[src/rtl/timekeeper_pkg.sv]
// timekeeper_pkg: shared types and helpers for the timekeeping engine
package timekeeper_pkg;
  typedef enum logic [1:0] {M_CLOCK = 2'b00, M_SW = 2'b01, M_TIMER = 2'b10, M_BLANK = 2'b11} mode_e;
  typedef enum logic [1:0] {F_HH = 2'd0, F_MM = 2'd1, F_SS = 2'd2} field_e;
  typedef enum logic [1:0] {S_IDLE, S_ADJ_HH, S_ADJ_MM, S_ADJ_SS} adj_state_e;
  typedef struct packed {
    logic [5:0] hh;
    logic [5:0] mm;
    logic [5:0] ss;
    logic [6:0] cc;
  } time_t;
  localparam time_t TIME_ZERO = '0;
  function automatic logic time_is_zero(input time_t t);
    return t == TIME_ZERO;
  endfunction
endpackage

[src/rtl/hms_counter.sv]
// hms_counter: hh:mm:ss.cc up/down counter with load, per-field increment and cascade wrap
module hms_counter
  import timekeeper_pkg::*;
#(
  parameter int HMOD = 24
) (
  input  logic   clk,
  input  logic   reset,
  input  logic   en_i,
  input  logic   dir_i,
  input  logic   load_i,
  input  time_t  load_val_i,
  input  logic   inc_i,
  input  field_e inc_sel_i,
  input  logic   clr_cc_i,
  output time_t  q_o
);
  localparam logic [6:0] H_TOP = 7'(HMOD - 1);
  time_t q_q, q_d;
  logic c_ss, c_mm, c_hh;
  function automatic logic [6:0] step(input logic [6:0] v, input logic [6:0] top, input logic dn);
    return dn ? (v == '0 ? top : v - 7'd1) : (v == top ? 7'd0 : v + 7'd1);
  endfunction
  // priority load > field increment > count, so a key action always beats a same-cycle tick
  always_comb begin
    c_ss = dir_i ? q_q.cc == '0 : q_q.cc == 7'd99;
    c_mm = c_ss && (dir_i ? q_q.ss == '0 : q_q.ss == 6'd59);
    c_hh = c_mm && (dir_i ? q_q.mm == '0 : q_q.mm == 6'd59);
    q_d = q_q;
    if (load_i) q_d = load_val_i;
    else if (inc_i) begin
      q_d.hh = inc_sel_i == F_HH ? 6'(step({1'b0, q_q.hh}, H_TOP, 1'b0)) : q_q.hh;
      q_d.mm = inc_sel_i == F_MM ? 6'(step({1'b0, q_q.mm}, 7'd59, 1'b0)) : q_q.mm;
      q_d.ss = inc_sel_i == F_SS ? 6'(step({1'b0, q_q.ss}, 7'd59, 1'b0)) : q_q.ss;
    end else if (en_i) begin
      q_d.cc = step(q_q.cc, 7'd99, dir_i);
      q_d.ss = c_ss ? 6'(step({1'b0, q_q.ss}, 7'd59, dir_i)) : q_q.ss;
      q_d.mm = c_mm ? 6'(step({1'b0, q_q.mm}, 7'd59, dir_i)) : q_q.mm;
      q_d.hh = c_hh ? 6'(step({1'b0, q_q.hh}, H_TOP, dir_i)) : q_q.hh;
    end
    if (clr_cc_i) q_d.cc = '0;
  end
  always_ff @(posedge clk or posedge reset)
    if (reset) q_q <= '0;
    else q_q <= q_d;
  assign q_o = q_q;
endmodule

[src/rtl/timekeeper_core.sv]
// timekeeper_core: clock, stopwatch and countdown timer from one tick, with field adjust and alarm
module timekeeper_core
  import timekeeper_pkg::*;
#(
  parameter int CLK_HZ    = 50_000_000,
  parameter int TICK_HZ   = 100,
  parameter int HOURS_MOD = 24,
  parameter int ALARM_S   = 10,
  parameter int BLINK_HZ  = 2
) (
  input  logic       clk,
  input  logic       reset,
  input  logic [1:0] mode,
  input  logic       adjust,
  input  logic       key_set,
  input  logic       key_inc,
  input  logic       key_run,
  input  logic       key_clr,
  output logic [5:0] hh,
  output logic [5:0] mm,
  output logic [5:0] ss,
  output logic [6:0] cc,
  output logic [2:0] blank,
  output logic       running,
  output logic       alarm
);
  localparam int DIV = CLK_HZ / TICK_HZ;
  localparam int BLINK_DIV = TICK_HZ / (2 * BLINK_HZ);
  localparam int ALARM_TICKS = ALARM_S * TICK_HZ;
  localparam int PW = $clog2(DIV + 1);
  localparam int BW = $clog2(BLINK_DIV + 1);
  localparam int AW = $clog2(ALARM_TICKS + 1);
  mode_e md;
  adj_state_e st_q, st_d;
  field_e sel;
  time_t clk_t, sw_t, tmr_t, disp, lap_val_q, lap_val_d, preset_q, preset_d;
  logic [PW-1:0] pre_q, pre_d;
  logic [BW-1:0] blink_cnt_q, blink_cnt_d;
  logic [AW-1:0] al_cnt_q, al_cnt_d;
  logic [3:0] key_q, key_qq, edges, act;
  logic tick, is_clk, is_sw, is_tmr, is_blank, adj_on, adj_inc, set_e, inc_e, run_e, clr_e;
  logic blink_q, blink_d, blink_end, sw_run_q, sw_run_d, lap_q, lap_d, sw_clr;
  logic tmr_run_q, tmr_run_d, tmr_zero, tmr_en, tmr_last, tmr_tgl, tmr_load;
  logic alarm_q, alarm_d, al_end;
  assign md = mode_e'(mode);
  assign {is_clk, is_sw, is_tmr, is_blank} = {md == M_CLOCK, md == M_SW, md == M_TIMER, md == M_BLANK};
  assign tick = pre_q == PW'(DIV - 1);
  assign edges = key_q & ~key_qq;
  // an edge that clears the alarm is swallowed
  assign act = alarm_q ? 4'b0000 : edges;
  assign {set_e, inc_e, run_e, clr_e} = act;
  assign adj_on = adjust && (is_clk || is_tmr);
  assign adj_inc = inc_e && adj_on && st_q != S_IDLE;
  assign sel = st_q == S_ADJ_MM ? F_MM : st_q == S_ADJ_SS ? F_SS : F_HH;
  assign blink_end = blink_cnt_q == BW'(BLINK_DIV - 1);
  assign sw_clr = clr_e && is_sw;
  assign tmr_zero = time_is_zero(tmr_t);
  assign tmr_en = tick && tmr_run_q && !(is_tmr && adjust) && !tmr_zero;
  assign tmr_last = tmr_en && tmr_t == time_t'(25'd1);
  assign tmr_tgl = run_e && is_tmr && !adjust && !tmr_zero;
  assign tmr_load = clr_e && is_tmr && !tmr_run_q;
  assign al_end = tick && al_cnt_q == AW'(ALARM_TICKS - 1);
  always_comb begin
    pre_d = tick ? '0 : pre_q + 1'b1;
    st_d = !adj_on ? S_IDLE : st_q == S_IDLE ? S_ADJ_HH : !set_e ? st_q :
           st_q == S_ADJ_HH ? S_ADJ_MM : st_q == S_ADJ_MM ? S_ADJ_SS : S_ADJ_HH;
    blink_cnt_d = (!adj_on || (tick && blink_end)) ? '0 : tick ? blink_cnt_q + 1'b1 : blink_cnt_q;
    blink_d = adj_on && (blink_q ^ (tick && blink_end));
    sw_run_d = sw_run_q ^ (run_e && is_sw);
    lap_d = sw_clr ? sw_run_q && !lap_q : lap_q;
    lap_val_d = sw_clr && sw_run_q ? sw_t : lap_val_q;
    tmr_run_d = !(tmr_last || tmr_zero) && (tmr_run_q ^ tmr_tgl);
    preset_d = st_q != S_IDLE && is_tmr ? tmr_t : preset_q;
    alarm_d = tmr_last || (alarm_q && !(|edges) && !al_end);
    al_cnt_d = !alarm_q ? '0 : tick ? al_cnt_q + 1'b1 : al_cnt_q;
  end
  always_ff @(posedge clk or posedge reset)
    if (reset) begin
      pre_q <= '0;
      key_q <= '0;
      key_qq <= '0;
      st_q <= S_IDLE;
      blink_cnt_q <= '0;
      blink_q <= 1'b0;
      sw_run_q <= 1'b0;
      lap_q <= 1'b0;
      lap_val_q <= '0;
      tmr_run_q <= 1'b0;
      preset_q <= '0;
      alarm_q <= 1'b0;
      al_cnt_q <= '0;
    end else begin
      pre_q <= pre_d;
      key_q <= {key_set, key_inc, key_run, key_clr};
      key_qq <= key_q;
      st_q <= st_d;
      blink_cnt_q <= blink_cnt_d;
      blink_q <= blink_d;
      sw_run_q <= sw_run_d;
      lap_q <= lap_d;
      lap_val_q <= lap_val_d;
      tmr_run_q <= tmr_run_d;
      preset_q <= preset_d;
      alarm_q <= alarm_d;
      al_cnt_q <= al_cnt_d;
    end
  hms_counter #(.HMOD(HOURS_MOD)) u_clock (
    .clk(clk), .reset(reset), .en_i(tick && !(is_clk && adjust)), .dir_i(1'b0),
    .load_i(1'b0), .load_val_i(TIME_ZERO), .inc_i(adj_inc && is_clk), .inc_sel_i(sel),
    .clr_cc_i(is_clk && adjust), .q_o(clk_t)
  );
  hms_counter #(.HMOD(24)) u_stopwatch (
    .clk(clk), .reset(reset), .en_i(tick && sw_run_q), .dir_i(1'b0),
    .load_i(sw_clr && !sw_run_q), .load_val_i(TIME_ZERO), .inc_i(1'b0), .inc_sel_i(F_HH),
    .clr_cc_i(1'b0), .q_o(sw_t)
  );
  hms_counter #(.HMOD(24)) u_timer (
    .clk(clk), .reset(reset), .en_i(tmr_en), .dir_i(1'b1),
    .load_i(tmr_load), .load_val_i(preset_q), .inc_i(adj_inc && is_tmr), .inc_sel_i(sel),
    .clr_cc_i(is_tmr && adjust), .q_o(tmr_t)
  );
  assign disp = is_clk ? clk_t : is_sw ? (lap_q ? lap_val_q : sw_t) : is_tmr ? tmr_t : TIME_ZERO;
  assign {hh, mm, ss, cc} = disp;
  assign blank = is_blank ? 3'b111 : st_q == S_IDLE ? 3'b000 :
                 {sel == F_HH, sel == F_MM, sel == F_SS} & {3{blink_q}};
  assign running = is_sw ? sw_run_q : is_tmr ? tmr_run_q : 1'b0;
  assign alarm = alarm_q;
endmodule
[config.mk]
export PLATFORM = sky130hd
export DESIGN_NAME = timekeeper_core
export DESIGN_NICKNAME = d
export VERILOG_FILES = /design/src/rtl/timekeeper_pkg.sv /design/src/rtl/hms_counter.sv /design/src/rtl/timekeeper_core.sv
export SDC_FILE = /design/constraint.sdc
export NUM_CORES = 1
export LEC_CHECK = 0
export ABC_AREA = 0
export BUFFER_PORTS_ARGS = -buffer_cell sky130_fd_sc_hd__buf_2
export CORE_ASPECT_RATIO = 0.9
export CORE_UTILIZATION = 30
export DETAILED_ROUTE_END_ITERATION = 8
export SLEW_MARGIN = 20
export SYNTH_ARGS = -nofsm -noshare
export SYNTH_HDL_FRONTEND = slang
export SYNTH_SLANG_ARGS = --single-unit
[constraint.sdc]
create_clock -name clk -period 9.45 [get_ports clk]
set_input_delay 0.4725 -clock clk [delete_from_list [all_inputs] [get_ports clk]]
set_output_delay 0.4725 -clock clk [all_outputs]
set_load 0.01 [all_outputs]
# After elaboration in Yosys (flattened, before gate mapping)

Cells that the tools add are included.

$add $sub $neg: 18
Equality and inequality tests: 33
Multiplexer cells: 62
Bitwise gates (word level): 6
Reduce and logical (&&, ||, !) cells: 87

Operator list:

| operator                                                            | count |
|---|---|
| 25-bit 2-to-1 mux                                                   | 9 |
| 6-bit 2-to-1 mux                                                    | 27 |
| 6-bit by 1-bit adder with 6-bit output (second input constant)      | 9 |
| 7-bit 2-to-1 mux                                                    | 7 |
| 6-bit == test (second input constant)                               | 6 |
| 1-bit logical AND                                                   | 36 |
| 18-bit 2-to-1 mux                                                   | 2 |
| 25-bit by 1-bit == test with 1-bit output (second input constant)   | 1 |
| 25-bit logical NOT                                                  | 1 |
| 2-bit nonzero test                                                  | 11 |
| 10-bit 2-to-1 mux                                                   | 2 |
| 19-bit by 1-bit adder with 19-bit output (second input constant)    | 1 |
| 19-bit == test (second input constant)                              | 1 |
| 19-bit 2-to-1 mux                                                   | 1 |
| 6-bit by 5-bit == test with 1-bit output (second input constant)    | 3 |
| 6-bit logical NOT                                                   | 3 |
| 3-bit AND reduction                                                 | 6 |
| 6-bit by 1-bit subtractor with 6-bit output (second input constant) | 3 |
| 3-bit nonzero test                                                  | 5 |
| 7-bit by 1-bit adder with 7-bit output (second input constant)      | 2 |
| 7-bit == test (second input constant)                               | 2 |
| 2-bit 2-to-1 mux                                                    | 7 |
| 3-bit inequality test (second input constant)                       | 4 |
| 1-bit logical NOT                                                   | 11 |
| other kinds (22)                                                    | 46 |

Bits in registers: 174
Input port bits: 9
Output and inout port bits: 30
Word-level logic and storage cells: 237

# Depth between registers and ports, before layout

Gate-level depths: netlist (run 1).

Word-level depth: 9
Mapped depth: 10
Depth with buffers taken out: 8

# Modules after synthesis

From an unflattened synthesis (run 1), not the netlist that was laid out.

Cells, all modules: 1415
Area, all modules: 12640.9 um2

By module, submodules not included:

| module          | instances | cells an instance | area each (um2) | seq. area each (um2) |
|---|---|---|---|---|
| hms_counter     | 3         | 303               | 2507.4          | 625.6 |
| timekeeper_core | 1         | 506               | 5118.7          | 2477.4 |

# Worst setup path before layout (run 1)

Ideal clock, no wire load.

Path type: register -> register
Start: register st_q[0]
End: register u_timer.q_q, in the netlist u_timer.q_o[22]
Arrival time: 2.213 ns
Data required time: 9.386 ns
Path slack: 7.173 ns
Cell stages (with the launch flop): 9
Path buffers: 0
Path through: dfrtp_1 inv_1 ha_1 nor4b_4 nand2_2 or4_1 a211o_1 a31oi_1 a21o_1

Longest elaborated chain between the ends: 6
Elaborated cells on any way between the ends: 14
Those cells by class: 3 x eq/ne; 4 x mux; 7 x reduce/logical

RTL lines:

| what                                   | RTL line              | source |
|---|---|---|
| from (decl)                            | timekeeper_core.sv:34 | `adj_state_e st_q, st_d;` |
| from (signal assigned)                 | timekeeper_core.sv:96 | `st_q <= st_d;` |
| 2-bit == test                          | timekeeper_core.sv:54 | `assign sel = st_q == S_ADJ_MM ? F_MM : st_q == S_ADJ_SS ? F_SS : F_HH;` |
| 2-bit 2-to-1 mux (2 in series)         | timekeeper_core.sv:54 |  |
| 2-bit logical NOT                      | hms_counter.sv:32     | `q_d.hh = inc_sel_i == F_HH ? 6'(step({1'b0, q_q.hh}, H_TOP, 1'b0)) : q_q.hh;` |
| 3-bit inequality test (no source line) | n/a                   |  |
| 3-bit AND reduction (no source line)   | n/a                   |  |
| to (signal assigned)                   | hms_counter.sv:45     | `else q_q <= q_d;` |
| to (decl)                              | hms_counter.sv:19     | `time_t q_q, q_d;` |

Several ways; a longest one is shown, not always the timed one.
A chain may end at the register's enable or synchronous reset.

# Worst setup path after layout (run 1)

Start: register pre_q[0]
End: register u_clock.q_q, in the netlist u_clock.q_o[15]

Longest elaborated chain between the ends: 4

RTL lines:

| what                                 | RTL line               | source |
|---|---|---|
| from (decl)                          | timekeeper_core.sv:37  | `logic [PW-1:0] pre_q, pre_d;` |
| from (signal assigned)               | timekeeper_core.sv:93  | `pre_q <= pre_d;` |
| 19-bit == test                       | timekeeper_core.sv:47  | `assign tick = pre_q == PW'(DIV - 1);` |
| 1-bit logical AND                    | timekeeper_core.sv:108 | `.clk(clk), .reset(reset), .en_i(tick && !(is_clk && adjust)), .dir_i(1'b0),` |
| 2-bit nonzero test (no source line)  | n/a                    |  |
| 3-bit AND reduction (no source line) | n/a                    |  |
| to (signal assigned)                 | hms_counter.sv:45      |  |
| to (decl)                            | hms_counter.sv:19      |  |

Every way passes these cells.

==> results.toml, run 1 <==
[timing]
rsz0062_at_grt = "false"
slew_headroom_pct = 36.7
drv_slew = 0
fmax_mhz = 314
fin_crit_sh_pct = 33.7
fin_skew_ps = 10.1
setup_viol = 0
finalSetupTns_ps = 0
finalHoldViolCount = 0
setup_slack_ps = 6260
max_slew.worst_pin.slew_ps = 949
finalCriticalPeriod_ps = 3190

[hold_path]
hold_depth = 1
hold_path.class = "input port to register"
min_from = "key_clr"
hold_path_end = "key_q[0]"

[setup_path]
crit_required_ps = 9770
cpPeakStageDelay_ps = 640
cp_top_family = "simple AND/OR/NAND/NOR gates"
crit_path_top_delay_cell = "nor3_1"
crit_arrival_ps = 3510
ff2ff_path_depth = 8
cp_num_buf_inv = 1
r2r_start = "pre_q[0]"
crit_path_max_fanout = 19
cp-end-kind = "register"
start_kind = "register"
rrSetupSlack_ps = 6260
crit_chain = "ha_1 > nand3_2 > nor3_1 > and2_1 > buf_4 > a22oi_2 > nor2b_1 > mux2_2"
reg2reg_to = "u_clock.q_o[15]"
crit_type = "register to register"

[synthesis]
async_reset_ff_share_pct = 100
synth_area_um2 = 9970
synth-seq-cells = 174
ys.flop_type = "dfrtp_1"
avgSynthCellArea_um2 = 9.34
synth_top_cell_by_area = "dfrtp_1"
synth_edf_count = 0
synthCells = 1067
yosysTopAreaCellShare_pct = 43.7
synth_nets = 1101
synth.top_cells.by_area = "dfrtp_1 44%, mux2_2 6.3%, o21ai_0 5.1%"
ys_seq_area_share_pct = 43.7
yosysUniqueCellTypes = 73
ys_warn_count = 0

[finish]
fill_cells = 3270
stdcell_count = 1503
num_antenna_cells = 0
area_growth_pct = 11.0
final_nets = 1108
drive_gt1_share_pct = 14.1

[global_route]
grt_overflow = 0
grt_max_degree = 107
gr-usage-all-layers_pct = 15.1
met1_usage_pct = 20.6
grt_antenna_before_repair = 0
top_usage_layer = "met2"
met2_usage_pct = 23.8
grtUsageMet3_pct = 2.72
grt_pass1_wl_um = 41100
first_global_vias = 7529

[routing]
detailedRoute.firstIterationViolations = 744
wl_per_cell_um = 16.6
routed_wl_um = 25000
vias_per_cell = 5.28
vias = 7941
final_antenna_net_count = 0
drc_errors = 0
drtPass1Iterations = 5

[clock_tree]
cts_htree_levels = 4
cts_tree = "yes"
cts_sinks = 174
clkTransAtPathRegs_ps = 70
hold_buffers = 0
insertion_delay_ps = 440
cts-root-buf = "clkbuf_16"
clockBufferDepth = 2
cts_made_buffers = 17
post_cts_buffers = 0
ctsResizeCount = 0

[pwr]
power_leakage_nw = 4.80
power_per_cell_area_nw_per_um2 = 194
p_total_mw = 2.15
ir_drop_uv = 95.2

[run]
maxCapViolCount = 0

[placement]
pre_cts_slack_ps = 6040
dp.final_hpwl_um = 17600
gp_congestion = 0.862
port_buffers = 38
dp_cells = 1471

[floorplanning]
die_x_um = 194
fp.dieH_um = 175
start_util_pct = 30.9
io_pins = 39
coreArea_um2 = 32300
dieArea_um2 = 34000
num_rows = 62

[status]
status = "complete, no violations"
## worst max path at each step
stage | to | depth (start not counted) | start | slack [ps]
global route | u_timer.q_o[17] | 6 | alarm | 6020
global placement | u_timer.q_o[21] | 9 | mode[0] | 6110
CTS | u_clock.q_o[15] | 8 | pre_q[0] | 6260
finish | u_clock.q_o[15] | 8 | pre_q[0] | 6260
detailed placement | u_timer.q_o[21] | 9 | mode[0] | 6040
floorplan | al_cnt_q[0] | 1 | reset | 4260
## state kept, by name, summed over array words and instances, names as in the netlist
signal and count:
blink_q 1, key_qq 4, u_clock.q_o 25, tmr_run_q 1, preset_q 25, alarm 1
pre_q 19, lap_val_q 25, u_stopwatch.q_o 25, lap_q 1, sw_run_q 1, key_q 4
blink_cnt_q 5, al_cnt_q 10, st_q 2, u_timer.q_o 25
## cells in the mapped netlist (18+ instances only)
cell / count
nor2b_1: 19
mux2_2: 56
nand3_1: 46
inv_1: 21
a21oi_1: 33
ha_1: 25
dfrtp_1: 174
and3_1: 18
nand2_1: 129
o21ai_0: 101
mux2i_1: 30
xnor2_1: 24
nor2_1: 77
clkbuf_1: 45
## cells by family after synthesis
kind of cell             share of synthesized area (%)
AND/OR/NAND/NOR                                   21.2
AO/OA/AOI/OAI                                     15.4
flip-flops                                        43.7
multiplexers                                      9.57
buffers and inverters                             3.31
XOR/XNOR                                          3.60
adder cells (fa/ha/maj)                           3.14
## power breakdown
part | total, mW | internal (mW) | switching (mW)
sequential | 0.956 | 0.836 | 0.120
clock | 0.679 | 0.347 | 0.333
combinational | 0.512 | 0.225 | 0.287
## cell type report
class	instances	area, um^2	area share [%]
Clock buffer	18	429	3.88
Clock inverter	14	125	1.13
Inverter	21	86.3	0.780
Multi-Input combinational cell	812	5280	47.8
Sequential cell	174	4350	39.4
Tap cell	416	520	4.70
Timing Repair Buffer	48	265	2.40
## routing by layer
metal  share of wire [%]  wire length [um]
met1                  47             11700
met2                  46             11500
met3                 4.3              1070
met4                 2.7               677
met5                   0                 0
## placed cells by master (no fill, tap or decap), types with 18 or more instances in the layout
cell,instances
a21oi_1,33
and3_1,18
buf_2,38
dfrtp_1,174
ha_1,25
inv_1,20
mux2_2,56
mux2i_1,30
nand2_1,129
nand3_1,46
nor2_1,76
nor2b_1,19
o21ai_0,101
xnor2_1,24
## per-stage QoR
step                      hold WS [ps]  util [%]  cell area, um^2
after global placement             354      32.6            10500
final                              133      34.3            11100
after global routing               114      34.3            11100
after detailed placement           359      32.6            10500
after floorplan                    347         -             9970
after CTS                          118      34.3            11100
Power figures use the tool's default switching activity.
==> inputs of run 2 (changes only) <==
Settings changed: ABC_AREA 0 to 1.
Clock period 9.45 ns to 2.6 ns, I/O delays scaled along.
==> results.toml, run 2 <==
[timing]
fmax_mhz = 460
drv_slew = 0
finalCriticalPeriod_ps = 2170
fin_skew_ps = 11.5
rsz0062_at_grt = "false"
max_slew.worst_pin.slew_ps = 826
setup_slack_ps = 427
fin_crit_sh_pct = 83.6
slew_headroom_pct = 44.8
finalSetupTns_ps = 0
finalHoldViolCount = 0
setup_viol = 0

[routing]
drc_errors = 0
vias_per_cell = 4.85
drtPass1Iterations = 5
routed_wl_um = 27700
wl_per_cell_um = 14.5
detailedRoute.firstIterationViolations = 862
vias = 9282
final_antenna_net_count = 0

[setup_path]
crit_type = "register to register"
crit_chain = "buf_4 > nor2_1 > nand3_2 > nand2_1 > inv_2 > nand2_4 > nand2_1 > nand2_1 > nand2_1"
cpPeakStageDelay_ps = 410
crit_path_top_delay_cell = "dfrtp_1"
start_kind = "register"
crit_required_ps = 2930
crit_arrival_ps = 2510
cp-end-kind = "register"
crit_path_max_fanout = 18
timing.critical_path.mode_cell = "nand2_1"

[placement]
port_buffers = 38
pre_cts_slack_ps = 438
gp_congestion = 0.918
dp.final_hpwl_um = 20500

[pwr]
power_per_cell_area_nw_per_um2 = 788
ir_drop_uv = 465
power_leakage_nw = 5.67

[clock_tree]
cts_sinks = 174
clockBufferDepth = 2
cts_made_buffers = 17
cts_htree_levels = 4
insertion_delay_ps = 440
cts-root-buf = "clkbuf_16"
cts_tree = "yes"
clkTransAtPathRegs_ps = 70

[global_route]
grt_pass1_wl_um = 45500
gr-usage-all-layers_pct = 16.3
grt_max_degree = 53
grt_antenna_before_repair = 0
first_global_vias = 8677
grt_overflow = 0

[synthesis]
synthCells = 1404
ys_seq_area_share_pct = 41.6
synth.top_cells.by_area = "dfrtp_1 42%, nand2_1 13%, o21ai_0 6.0%"
ys.flop_type = "dfrtp_1"
synth.most_common_cell = "nand2_1"
yosysTopAreaCellShare_pct = 41.6
synth_area_um2 = 10500
async_reset_ff_share_pct = 100
synth-seq-cells = 174
synth_nets = 1438
synth_top_cells_by_count = "358 x nand2_1, 174 x dfrtp_1, 153 x inv_1"
avgSynthCellArea_um2 = 7.46
ys_warn_count = 0
yosysUniqueCellTypes = 46
synth_top_cell_by_area = "dfrtp_1"
synth_edf_count = 0

[finish]
layout_common_cells = "358 x nand2_1, 174 x dfrtp_1, 152 x inv_1"
drive_gt1_share_pct = 11.6
mostFrequentLayoutCell = "nand2_1"
fill_cells = 3545
final_nets = 1474
area_growth_pct = 13.1

[floorplanning]
start_util_pct = 30.6
io_pins = 39
num_rows = 64
fp.dieH_um = 179
die_x_um = 199
dieArea_um2 = 35600
coreArea_um2 = 34200

[run]
maxCapViolCount = 0

[status]
status = "complete, no violations"

[hold_path]
hold_path.class = "input port to register"
## run 2: cell types whose count changed after synthesis, sizes merged, moves of 17 or more
cell    change
xor2       +23
nor2       +46
mux2       -58
inv       +142
nand2b     -17
o21ai      +42
nand3      +84
clkbuf     -20
mux2i      -30
o221ai     +17
nand2     +251
nor2b      -19
xnor2      -17
## run 2: metal layers
layer	vias to the layer above	global-route usage (%)	routed length, um
met5	-	0	0
met4	0	6.35	634
met3	28	1.81	932
met2	196	25.2	12300
met1	4383	23.1	13900
li1	4675	-	-
## run 2: cells by family after synthesis
logic type / after synthesis / synth area share, %
XOR/XNOR: 47 / 3.93
adder cells (fa/ha/maj): 25 / 2.99
buffers and inverters: 211 / 8.04
flip-flops: 174 / 41.6
AO/OA/AOI/OAI: 241 / 13.2
AND/OR/NAND/NOR: 706 / 30.2
## run 2: worst paths after layout
path / startpoint / end / slack [ps] / cells after the start
min in group asynchronous: reset / u_timer.q_o[7] / 390 / 3
max in group asynchronous: reset / u_timer.q_o[18] / 1390 / 4
worst min register to register: key_q[2] / key_qq[2] / 380 / 0
worst max-delay path: alarm / u_timer.q_o[24] / 430 / 9
worst min-delay path: adjust / u_timer.q_o[5] / 160 / 4
worst max register to register: alarm / u_timer.q_o[24] / 430 / 9
## run 2: power by group
group / switching [mW] / internal (mW)
Clock: 1.14 / 1.42
Combinational: 2.04 / 1.04
Sequential: 0.430 / 3.25
Total: 3.61 / 5.71
## run 2: stage by stage
step                power (mW)  area, um^2  instances  hold slack, ps  utilization (%)
floorplan                 5.87       10500       1404             161                -
global placement          6.73       11200       1878             240             32.8
detailed placement        6.78       11200       1878             243             32.8
global route              10.0       11800       1914             175             34.6
CTS                       9.37       11800       1914             148             34.6
finish                    9.33       11800       1915             161             34.6
## run 2: repair_timing
| action | 4_1_cts | 5_1_grt |
|---|---|---|
| resized for setup | 0 | 0 |
| hold endpoints to repair | 32 | 0 |
| hold buffers | 5 | 0 |
| buffers inserted | 0 | 0 |
## run 2: cell type report
cell class | count | area, um^2 | area share, %
repair buffers | 60 | 418 | 3.53
multi-input cells | 1019 | 5280 | 44.6
inverters | 168 | 639 | 5.40
clock buffers | 18 | 429 | 3.63
diodes | 1 | 2.50 | 0.0211
flip-flops and latches | 174 | 4350 | 36.8
well taps | 462 | 578 | 4.88
clock inverters | 13 | 141 | 1.19
## run 2: worst max-delay path, delay by kind of cell (launching register included)
kind | cells | cell delay [ps]
AND/OR/NAND/NOR | 7 | 1310
flip-flops | 1 | 410
buffers and inverters | 2 | 350
==> inputs of run 3 (changes only) <==
Clock period 2.6 ns to 2.22 ns, I/O delays scaled along.
==> results.toml, run 3 (synthesis gave the netlist of run 2 again) <==
[setup_path]
startpoint = "lap_q"
crit_path_max_fanout = 52
crit_required_ps = 2110
r2r_start = "u_timer.q_o[15]"
ff2ff_path_depth = 11
reg2reg_to = "u_timer.q_o[18]"
cp-end-kind = "output port"
rrSetupSlack_ps = 180
start_kind = "register"
crit_type = "register to output port"
crit_arrival_ps = 1990
crit_end = "cc[1]"

[timing]
fin_crit_sh_pct = 94.5
drv_slew = 0
slew_headroom_pct = 63.5
setup_viol = 0
max_slew.worst_pin.slew_ps = 543
fmax_mhz = 477
setup_slack_ps = 122
fin_skew_ps = 10.4
hold_slack_ps = 146
rsz0062_at_grt = "true"
finalCriticalPeriod_ps = 2100
finalHoldViolCount = 0

[clock_tree]
cts_made_buffers = 17
clkTransAtPathRegs_ps = 70
cts-root-buf = "clkbuf_16"
cts_htree_levels = 4
insertion_delay_ps = 440
cts_sinks = 174
post_cts_buffers = 0
clockBufferDepth = 2
cts_tree = "yes"

[floorplanning]
die_x_um = 199
start_util_pct = 30.6
num_rows = 64
io_pins = 39
dieArea_um2 = 35600
fp.dieH_um = 179
coreArea_um2 = 34200

[finish]
drive_gt1_share_pct = 13.1
fin_util_pct = 35.3
regArea_um2 = 4350
fill_cells = 3619
layout_common_cells = "356 x nand2_1, 174 x dfrtp_1, 152 x inv_1"
final_nets = 1495
multi_input_area_um2 = 5290
stdcell_count = 1936
mostFrequentLayoutCell = "nand2_1"
area_growth_pct = 15.2
num_antenna_cells = 0

[placement]
pre_cts_slack_ps = 95.4
gp_congestion = 0.903
dp_cells = 1899
port_buffers = 38
dp.final_hpwl_um = 20800

[pwr]
sequentialPowerShare_pct = 38.5
p_total_mw = 11.2
power.internal_mw = 6.91
ir_drop_uv = 565
power_frac_comb_pct = 33.7
p_clk_share_pct = 27.8
switching_share_pct = 38.1
power_per_cell_area_nw_per_um2 = 925
power_leakage_nw = 5.79
switchingPower_mw = 4.25

[routing]
wl_per_cell_um = 14.6
vias = 9525
routed_wl_um = 28300
detailedRoute.firstIterationViolations = 856
drtPass1Iterations = 5
final_antenna_net_count = 0
drc_errors = 0
vias_per_cell = 4.92

[global_route]
grt_overflow = 0
grt_pass1_wl_um = 46000
first_global_vias = 8780
grt_max_degree = 53
gr-usage-all-layers_pct = 16.6
grt_antenna_before_repair = 0

[run]
maxCapViolCount = 0

[status]
status = "complete, no violations"

[hold_path]
min_from = "adjust"
hold_path.class = "input port to register"
-- run 3: worst min path at each step --
stage                     end  slack [ps]  cells past startpoint
2_1_floorplan        key_q[0]         140                      0
3_3_place_gp          blink_q         200                      2
3_5_place_dp   blink_cnt_q[4]         200                      2
4_1_cts        u_timer.q_o[5]         120                      4
5_1_grt        u_timer.q_o[5]         150                      4
6_report       u_timer.q_o[5]         150                      4
-- run 3: timing repair --
item	CTS	global route
endpoints found under the hold margin	15	0
hold buffers	5	0
endpoints found under the setup margin	0	26
gates resized for setup	0	6
-- run 3: power by group through the flow --
stage,Clock [mW],Combinational (mW),Sequential (mW)
after floorplan,0,2.69,4.19
after global placement,0,3.68,4.33
after detailed placement,0,3.71,4.33
after CTS,3.17,3.74,4.29
after global routing,3.30,4.28,4.38
final,3.10,3.76,4.29
-- run 3: layout make-up --
class	count	share of cell area (%)
Clock buffer	22	3.93
Inverter	168	5.32
Clock inverter	10	1.07
Tap cell	462	4.80
Multi-Input combinational cell	1019	43.9
Sequential cell	174	36.1
Timing Repair Buffer	81	4.88
-- run 3: metal layers --
metal  global-route usage [%]  wire length (um)  share of wire [%]  up-vias
li1                         -                 -                  -     4718
met1                     22.8             13500                 48     4506
met2                     25.9             12700                 45      251
met3                     2.43              1250                4.4       50
met4                     6.83               826                2.9        0
met5                        0                 0                  0        -
-- run 3: critical path: stages, from the launching register on --
cell	delay, ps
dfrtp_1	400
buf_12	190
o21ai_0	430
o221ai_1	310
buf_2	220
-- run 3: per-stage QoR --
| step | setup TNS [ps] | cell area (um^2) |
|---|---|---|
| 5_1_grt | -3.97 | 12100 |
| 3_3_place_gp | 0 | 11400 |
| 3_5_place_dp | 0 | 11400 |
| 4_1_cts | 0 | 12000 |
| 2_1_floorplan | -20130 | 10500 |
| 6_report | 0 | 12100 |
